===== config.mk =====
export PLATFORM = sky130hd
export DESIGN_NAME = dac_com
export DESIGN_NICKNAME = d
export VERILOG_FILES = /design/src/rtl/dac_pkg.sv /design/src/rtl/dac_clk_gen.sv /design/src/rtl/dac_com.sv
export SDC_FILE = /design/constraint.sdc
export NUM_CORES = 1
export LEC_CHECK = 0
export CAP_MARGIN = 15
export CORE_ASPECT_RATIO = 0.75
export CORE_MARGIN = 2
export CORE_UTILIZATION = 40
export DETAILED_ROUTE_END_ITERATION = 16
export PLACE_DENSITY = 0.69
export SYNTH_ARGS = -nofsm -noshare
export SYNTH_HDL_FRONTEND = slang
export SYNTH_SLANG_ARGS = --single-unit

===== constraint.sdc =====
create_clock -name osc_clk -period 3.3 [get_ports osc_clk]
set_input_delay 0.66 -clock osc_clk [delete_from_list [all_inputs] [get_ports osc_clk]]
set_output_delay 0.66 -clock osc_clk [all_outputs]
set_load 0.05 [all_outputs]

===== src/rtl/dac_pkg.sv =====
// dac_pkg: shared types and constants for the serial DAC transmitter.
//   state_t      - transmitter FSM states
//   FRAME_BITS   - length of one serial command word
//   DAC_CMD_DEF  - default command nibble ("write and update")
//   MIDSCALE_DEF - default sample replayed before the first handshake
package dac_pkg;

    typedef enum logic [1:0] {
        IDLE  = 2'd0,
        GAP   = 2'd1,
        SHIFT = 2'd2
    } state_t;

    localparam int          FRAME_BITS   = 16;
    localparam logic [3:0]  DAC_CMD_DEF  = 4'b0011;
    localparam logic [7:0]  MIDSCALE_DEF = 8'h80;

endpackage


===== src/rtl/dac_clk_gen.sv =====
// dac_clk_gen: free-running divider producing the DAC serial clock.
//   osc_clk   in  system clock
//   rst_n     in  synchronous active-low reset
//   dac_clk   out osc_clk / CLK_DIV, 50% duty, 0 after reset
//   fall_tick out high on the osc_clk cycle whose edge takes dac_clk 1->0
module dac_clk_gen #(
    parameter int CLK_DIV = 16
) (
    input  logic osc_clk,
    input  logic rst_n,
    output logic dac_clk,
    output logic fall_tick
);

    localparam int HALF = CLK_DIV / 2;
    localparam int W    = (HALF > 1) ? $clog2(HALF) : 1;

    logic [W-1:0] div_cnt;
    logic         last;

    assign last = (div_cnt == W'(HALF - 1));
    // Combinational so the FSM registers its updates on the same edge
    // that drops dac_clk.
    assign fall_tick = last && dac_clk;

    always_ff @(posedge osc_clk) begin
        if (!rst_n) begin
            div_cnt <= '0;
            dac_clk <= 1'b0;
        end else if (last) begin
            div_cnt <= '0;
            dac_clk <= ~dac_clk;
        end else begin
            div_cnt <= div_cnt + 1'b1;
        end
    end

endmodule


===== src/rtl/dac_com.sv =====
// dac_com: serial transmitter to an external 12-bit SPI-style DAC.
// Pulls 8-bit samples over ready/valid and sends each as a 16-bit word
// {DAC_CMD, sample, 4'b0000}, MSB first, at a fixed frame rate.
//   osc_clk      in  system clock
//   rst_n        in  synchronous active-low reset
//   enable       in  1 = stream frames; 0 = finish current frame, then idle
//   sample_data  in  sample from buffer
//   sample_valid in  sample_data valid
//   sample_ready out block accepts a sample this cycle
//   dac_clk      out serial clock
//   dac_cs_n     out frame select, active low
//   dac_din      out serial data, changes on dac_clk falling edge
//   busy         out high while dac_cs_n low
//   underrun     out one-cycle pulse when a frame starts with a replayed sample
module dac_com
    import dac_pkg::*;
#(
    parameter int         CLK_DIV    = 16,
    parameter int         GAP_CYCLES = 2,
    parameter logic [3:0] DAC_CMD    = DAC_CMD_DEF,
    parameter logic [7:0] MIDSCALE   = MIDSCALE_DEF
) (
    input  logic       osc_clk,
    input  logic       rst_n,
    input  logic       enable,
    input  logic [7:0] sample_data,
    input  logic       sample_valid,
    output logic       sample_ready,
    output logic       dac_clk,
    output logic       dac_cs_n,
    output logic       dac_din,
    output logic       busy,
    output logic       underrun
);

    localparam int GW = (GAP_CYCLES > 1) ? $clog2(GAP_CYCLES) : 1;
    localparam int BW = $clog2(FRAME_BITS);

    logic                  fall_tick;
    state_t                state;
    logic [GW-1:0]         gap_cnt;
    logic [BW-1:0]         bit_cnt;
    logic [FRAME_BITS-1:0] shreg;
    logic [7:0]            next_smp;
    logic                  have_next;
    logic [7:0]            last_smp;

    logic                  take;
    logic                  fresh;
    logic [7:0]            smp;
    logic [FRAME_BITS-1:0] frame;

    dac_clk_gen #(.CLK_DIV(CLK_DIV)) u_clk_gen (
        .osc_clk   (osc_clk),
        .rst_n     (rst_n),
        .dac_clk   (dac_clk),
        .fall_tick (fall_tick)
    );

    assign sample_ready = (state == GAP) && enable && !have_next;
    assign take         = sample_valid && sample_ready;

    // A handshake landing on the frame-start edge still counts as fresh.
    assign fresh = take || have_next;
    assign smp   = take ? sample_data : (have_next ? next_smp : last_smp);
    assign frame = {DAC_CMD, smp, 4'b0000};

    always_ff @(posedge osc_clk) begin
        if (!rst_n) begin
            state     <= IDLE;
            gap_cnt   <= '0;
            bit_cnt   <= '0;
            shreg     <= '0;
            next_smp  <= '0;
            have_next <= 1'b0;
            last_smp  <= MIDSCALE;
            dac_cs_n  <= 1'b1;
            dac_din   <= 1'b0;
            busy      <= 1'b0;
            underrun  <= 1'b0;
        end else begin
            underrun <= 1'b0;
            if (take) begin
                next_smp  <= sample_data;
                have_next <= 1'b1;
            end
            if (fall_tick) begin
                case (state)
                    IDLE: begin
                        if (enable) begin
                            state   <= GAP;
                            gap_cnt <= GW'(GAP_CYCLES - 1);
                        end
                    end
                    GAP: begin
                        if (gap_cnt != '0) begin
                            gap_cnt <= gap_cnt - 1'b1;
                        end else if (!enable) begin
                            state <= IDLE;
                        end else begin
                            state     <= SHIFT;
                            dac_cs_n  <= 1'b0;
                            busy      <= 1'b1;
                            bit_cnt   <= BW'(FRAME_BITS - 1);
                            dac_din   <= frame[FRAME_BITS-1];
                            shreg     <= {frame[FRAME_BITS-2:0], 1'b0};
                            last_smp  <= smp;
                            // Overrides the take above: that sample is used now.
                            have_next <= 1'b0;
                            underrun  <= !fresh;
                        end
                    end
                    SHIFT: begin
                        if (bit_cnt != '0) begin
                            bit_cnt <= bit_cnt - 1'b1;
                            dac_din <= shreg[FRAME_BITS-1];
                            shreg   <= {shreg[FRAME_BITS-2:0], 1'b0};
                        end else begin
                            // Bit 0 has been held a full period; close frame.
                            state    <= GAP;
                            dac_cs_n <= 1'b1;
                            busy     <= 1'b0;
                            dac_din  <= 1'b0;
                            gap_cnt  <= GW'(GAP_CYCLES - 1);
                        end
                    end
                    default: state <= IDLE;
                endcase
            end
        end
    end

endmodule


Yosys cells after proc, flatten, opt, wreduce, memory -nomap -nowiden
Cells that the tools add are included.

Bits of input ports: 12. Logic and storage cells: 81. Output and inout port bits: 6. Flip-flop bits (word level): 48.

Mux-type cells: 32. Equal/unequal tests: 8. Reductions and logical operators: 19. Bitwise gates (word level): 6. Add/subtract/negate cells: 3.

Operator list (number): $mux 16 (3); $pmux 16 s2 (1); $mux 8 (2); $reduce_and 4->1 (4); $mux 1 (13); $mux 4 (3); $ne 2x2->1 const B (5); $reduce_and 5->1 (2); $mux 2 (4); $pmux 4 s2 (1); $not 1->1 (6); $pmux 1 s2 (3); $pmux 2 s3 (1); $reduce_or 5->1 (1); $logic_and 1x1->1 (4); $reduce_bool 4->1 (1); $sub 4x1->4 const B (1); $add 3x1->3 const B (1); $eq 3x3->1 const B (1); $pmux 1 s3 (1); $reduce_bool 3->1 (1); $eq 2x1->1 const B (1); $eq 2x2->1 const B (1); $logic_not 1->1 (2); other kinds (5) (5).

Depth between registers and ports, before layout
Word-level depth: 9. Depth in mapped cells: 8. Depth with buffers taken out: 6.

By module
A second synthesis with hierarchy kept.

Cells, all modules: 227. Area total of the unflattened synthesis: 2074.5 um^2.

By module, submodules not included: dac_com (cells each 215, seq. area each 780.7 um^2, instances 1, area each 1919.3 um^2); dac_clk_gen (cells each 12, seq. area each 80.1 um^2, instances 1, area each 155.1 um^2).

Least setup slack after synthesis
Ideal clock, no wire load.

Path type: register -> output. From: reg state[1]. To: out sample_ready. Data arrival time: 1421 ps. Stages on the path, launching flop included: 6. Required time: 2640 ps. Path slack: 1219 ps. Buffers on the path: 1. Path through: dfxtp_1 -> inv_1 -> ha_1 -> buf_4 -> nand2_1 -> nor2_1.

Word-level cells in the longest chain between the ends: 3.

RTL lines: start: declaration (RTL line dac_com.sv:40) `state_t state;`; start signal: assignment (RTL line dac_com.sv:70) `state <= IDLE;`; start signal: assignment (RTL line dac_com.sv:91) `state <= GAP;`; start signal: assignment (RTL line dac_com.sv:99) `state <= IDLE;`; $eq 2x1->1 (RTL line dac_com.sv:60) `assign sample_ready = (state == GAP) && enable && !have_next;`; $logic_and 1x1->1 (2 in a row) (RTL line dac_com.sv:60); end: declaration (RTL line dac_com.sv:28) `output logic sample_ready,`.

No other way between the ends.

Worst setup path after layout
From: in enable. To: out sample_ready.

Word-level cells in the longest chain between the ends: 2.

RTL lines: start: declaration (RTL line dac_com.sv:25) `input logic enable,`; $logic_and 1x1->1 (2 in a row) (RTL line dac_com.sv:60).

No other way between the ends.

==> impl_metrics.sql <==
INSERT INTO impl_metrics (metric_group, metric, value, unit) VALUES
('synth', 'synth_adder_area_share', '4.19', '%'),
('setup_path', 'r2r_setup_slack', '1.14', 'ns'),
('setup_path', 'critical_path_required', '2.64', 'ns'),
('timing', 'worst_clock_skew', '0.0128', 'ns'),
('drt', 'routed_wirelength', '4300', 'um'),
('setup_path', 'criticalPathCategory', 'input pin to output port', ''),
('setup_path', 'critPathMaxFanout', '6', ''),
('job', 'timing.max_cap.violations', '0', ''),
('setup_path', 'arrival', '1.77', 'ns'),
('cts', 'clkLatencyLatePin', '0.30', 'ns'),
('timing', 'hold_viol', '0', ''),
('power_and_ir_drop', 'static-leakage-power', '0.908', 'nW'),
('cts', 'cts.reportedPaths.clkPinSlew', '0.09', 'ns'),
('placed_design', 'io_buffer_count', '17', ''),
('timing', 'period_share', '73.7', '%'),
('drt', 'detail_route.first_pass.iterations', '4', ''),
('synth', 'synth.largest_area_cell', 'sky130_fd_sc_hd__dfxtp_1', ''),
('placed_design', 'place.gp.congestion', '0.762', ''),
('min_path', 'worst_hold_path_type', 'register to register', ''),
('power_and_ir_drop', 'fin_total_pwr', '978', 'uW'),
('global_route', 'grt_pass1_vias', '1530', ''),
('power_and_ir_drop', 'irDropWorstVdd', '0.263', 'mV'),
('drt', 'drtAntennaViolNets', '0', ''),
('floorplanning', 'std_cell_rows', '22', ''),
('timing', 'slew_headroom', '51.1', '%'),
('timing', 'finalMaxSlewViolations', '0', ''),
('synth', 'synth_simple_gate_area_share', '20.6', '%'),
('cts', 'clock_tree.root_cell', 'sky130_fd_sc_hd__clkbuf_8', ''),
('synth', 'synth.mux.area_fraction', '9.39', '%'),
('floorplanning', 'die-area', '5830', 'um^2'),
('cts', 'tritoncts_clock_tree', 'done', ''),
('cts', 'cts.repair.resized', '0', ''),
('global_route', 'grt_start_max_net_pins', '25', ''),
('cts', 'h-tree-depth', '2', ''),
('drt', 'detail_route.wl_per_cell', '14.1', 'um'),
('setup_path', 'worst_setup_path_start_kind', 'input pin', ''),
('global_route', 'overflow', '0', ''),
('synth', 'synth-xor-area-share', '0.419', '%'),
('cts', 'clk_path_buf_depth', '2', ''),
('timing', 'final.min_clock_period', '2.43', 'ns'),
('synth', 'synth_top_family_by_area', 'simple AND/OR/NAND/NOR gates', ''),
('floorplanning', 'die_x', '87.5', 'um'),
('timing', 'setup_violations', '0', ''),
('cts', 'cts_hold_fix_bufs', '0', ''),
('synth', 'synth_top_flop_cell', 'sky130_fd_sc_hd__dfxtp_1', ''),
('setup_path', 'crit_path_top_delay_cell', 'sky130_fd_sc_hd__clkdlybuf4s50_1', ''),
('finish', 'final_area', '2380', 'um^2'),
('synth', 'synth.yosys.warnings', '0', ''),
('power_and_ir_drop', 'power_density', '411', 'nW/um^2'),
('run_status', 'run_status', 'finished clean', ''),
('synth', 'netlist_area', '2090', 'um^2'),
('finish', 'drive_gt1_share', '16.3', '%'),
('timing', 'rsz0062_at_grt', 'no', ''),
('timing', 'fin_worst_hold_slack', '0.436', 'ns'),
('drt', 'detailroute.via_count', '1630', ''),
('synth', 'asyncSetResetFlopFracSynth', '0', '%'),
('synth', 'sequential_fraction_of_the_synthesis_area', '41.1', '%'),
('synth', 'syn_nets', '250', ''),
('floorplanning', 'initial_core_util', '42.2', '%'),
('global_route', 'globalRouteTotalUtil', '16.1', '%'),
('drt', 'first_iter_violations', '103', ''),
('synth', 'synth-seq-cells', '43', ''),
('synth', 'synth-edff-count', '0', ''),
('finish', 'num-nets-final', '264', ''),
('drt', 'route.detailed.vias_per_inst', '5.33', ''),
('finish', 'antenna_cells_inserted', '0', ''),
('timing', 'fmax', '411', 'MHz'),
('setup_path', 'critPathCaptureType', 'output port', ''),
('cts', 'post_cts.repair.setup_buffers', '0', ''),
('timing', 'pin_slew_with_the_least_headroom_to_its_limit', '0.734', 'ns'),
('setup_path', 'crit_path_cell_trace', 'clkdlybuf4s50_1 > nand2_1 > nor2_1 > buf_4', '');
## stage by stage
stage	setup slack [ns]	util, %	cells
after floorplan	1.22	-	231
after CTS	0.857	48.1	306
after global placement	0.734	45.8	298
after detailed placement	0.678	45.8	298
after global routing	0.793	48.1	306
final	0.866	48.1	306
## critical path, delay by kind of cell
family	cells	cell delay, ns
buffers and inverters	2	0.84
and+or+nand+nor	2	0.28
## layer usage
metal | global-route usage (%) | wire length [um] | vias up
met1 | 22.5 | 2310 | 757
li1 | - | - | 848
met5 | 0 | 0 | -
met3 | 4.34 | 158 | 2
met2 | 24.0 | 1820 | 23
met4 | 5.19 | 15 | 0
## Yosys cell counts (2+ instances only)
cell,number
sky130_fd_sc_hd__buf_2,5
sky130_fd_sc_hd__or3_1,2
sky130_fd_sc_hd__inv_1,7
sky130_fd_sc_hd__nor3b_1,2
sky130_fd_sc_hd__nor2_1,6
sky130_fd_sc_hd__ha_1,7
sky130_fd_sc_hd__o21ai_0,2
sky130_fd_sc_hd__nand4_1,3
sky130_fd_sc_hd__buf_4,3
sky130_fd_sc_hd__a311oi_1,7
sky130_fd_sc_hd__buf_6,2
sky130_fd_sc_hd__nor3_1,2
sky130_fd_sc_hd__nand2_1,51
sky130_fd_sc_hd__nor2_2,2
sky130_fd_sc_hd__o211ai_1,2
sky130_fd_sc_hd__clkbuf_1,3
sky130_fd_sc_hd__a21oi_1,26
sky130_fd_sc_hd__mux2_2,13
sky130_fd_sc_hd__o221a_2,3
sky130_fd_sc_hd__o21a_1,2
sky130_fd_sc_hd__o211a_1,2
sky130_fd_sc_hd__nand3_1,5
sky130_fd_sc_hd__dfxtp_1,43
sky130_fd_sc_hd__a21boi_0,2
sky130_fd_sc_hd__mux2i_1,5
## placed cells by master (no fill, tap or decap), types with 3 or more instances in the layout
| master | n |
|---|---|
| sky130_fd_sc_hd__nand3_1 | 5 |
| sky130_fd_sc_hd__ha_1 | 7 |
| sky130_fd_sc_hd__nor2_1 | 6 |
| sky130_fd_sc_hd__clkdlybuf4s50_1 | 16 |
| sky130_fd_sc_hd__dfxtp_1 | 43 |
| sky130_fd_sc_hd__nand4_1 | 3 |
| sky130_fd_sc_hd__mux2_2 | 13 |
| sky130_fd_sc_hd__mux2i_1 | 5 |
| sky130_fd_sc_hd__buf_4 | 6 |
| sky130_fd_sc_hd__nand2_1 | 51 |
| sky130_fd_sc_hd__o221a_2 | 3 |
| sky130_fd_sc_hd__a21oi_1 | 26 |
| sky130_fd_sc_hd__a311oi_1 | 7 |
| sky130_fd_sc_hd__clkbuf_8 | 5 |
| sky130_fd_sc_hd__inv_1 | 7 |
## cell families after synthesis
| kind of cell | count (synthesis) |
|---|---|
| compound gates | 55 |
| xor+xnor | 1 |
| flops | 43 |
| buf+inv | 22 |
| mux | 18 |
| simple gates | 85 |
| fa+ha+maj | 7 |
## final cells by class
cell class,count,area (um^2)
timing repair buffer,22,205
clock inverter,3,43.8
multi-input combinational,166,1100
tap,60,75.1
fill,483,2570
inverter,7,26.3
clock buffer,5,68.8
sequential,43,861
## power by group
part           total, mW  internal, mW  leakage, nW  switching (mW)
Clock              0.419         0.226       0.0581           0.194
Sequential         0.523         0.522        0.347         0.00119
Combinational     0.0363        0.0181        0.503          0.0182
## registers in the layout, summed over array words and instances (netlist names)
signal,cells
u_clk_gen.div_cnt,3
underrun,1
last_smp,8
busy,1
bit_cnt,4
state,2
u_clk_gen.dac_clk,1
have_next,1
gap_cnt,1
shreg,11
dac_cs_n,1
next_smp,8
dac_din,1
## worst paths after layout
| check | startpoint | endpoint | cells past startpoint |
|---|---|---|---|
| worst max-delay path | enable | sample_ready | 4 |
| worst min-delay path | u_clk_gen.div_cnt[0] | u_clk_gen.div_cnt[0] | 1 |
| worst max register to register | state[0] | dac_cs_n | 6 |
| worst min register to register | u_clk_gen.div_cnt[0] | u_clk_gen.div_cnt[0] | 1 |
Power figures use the tool's default switching activity.
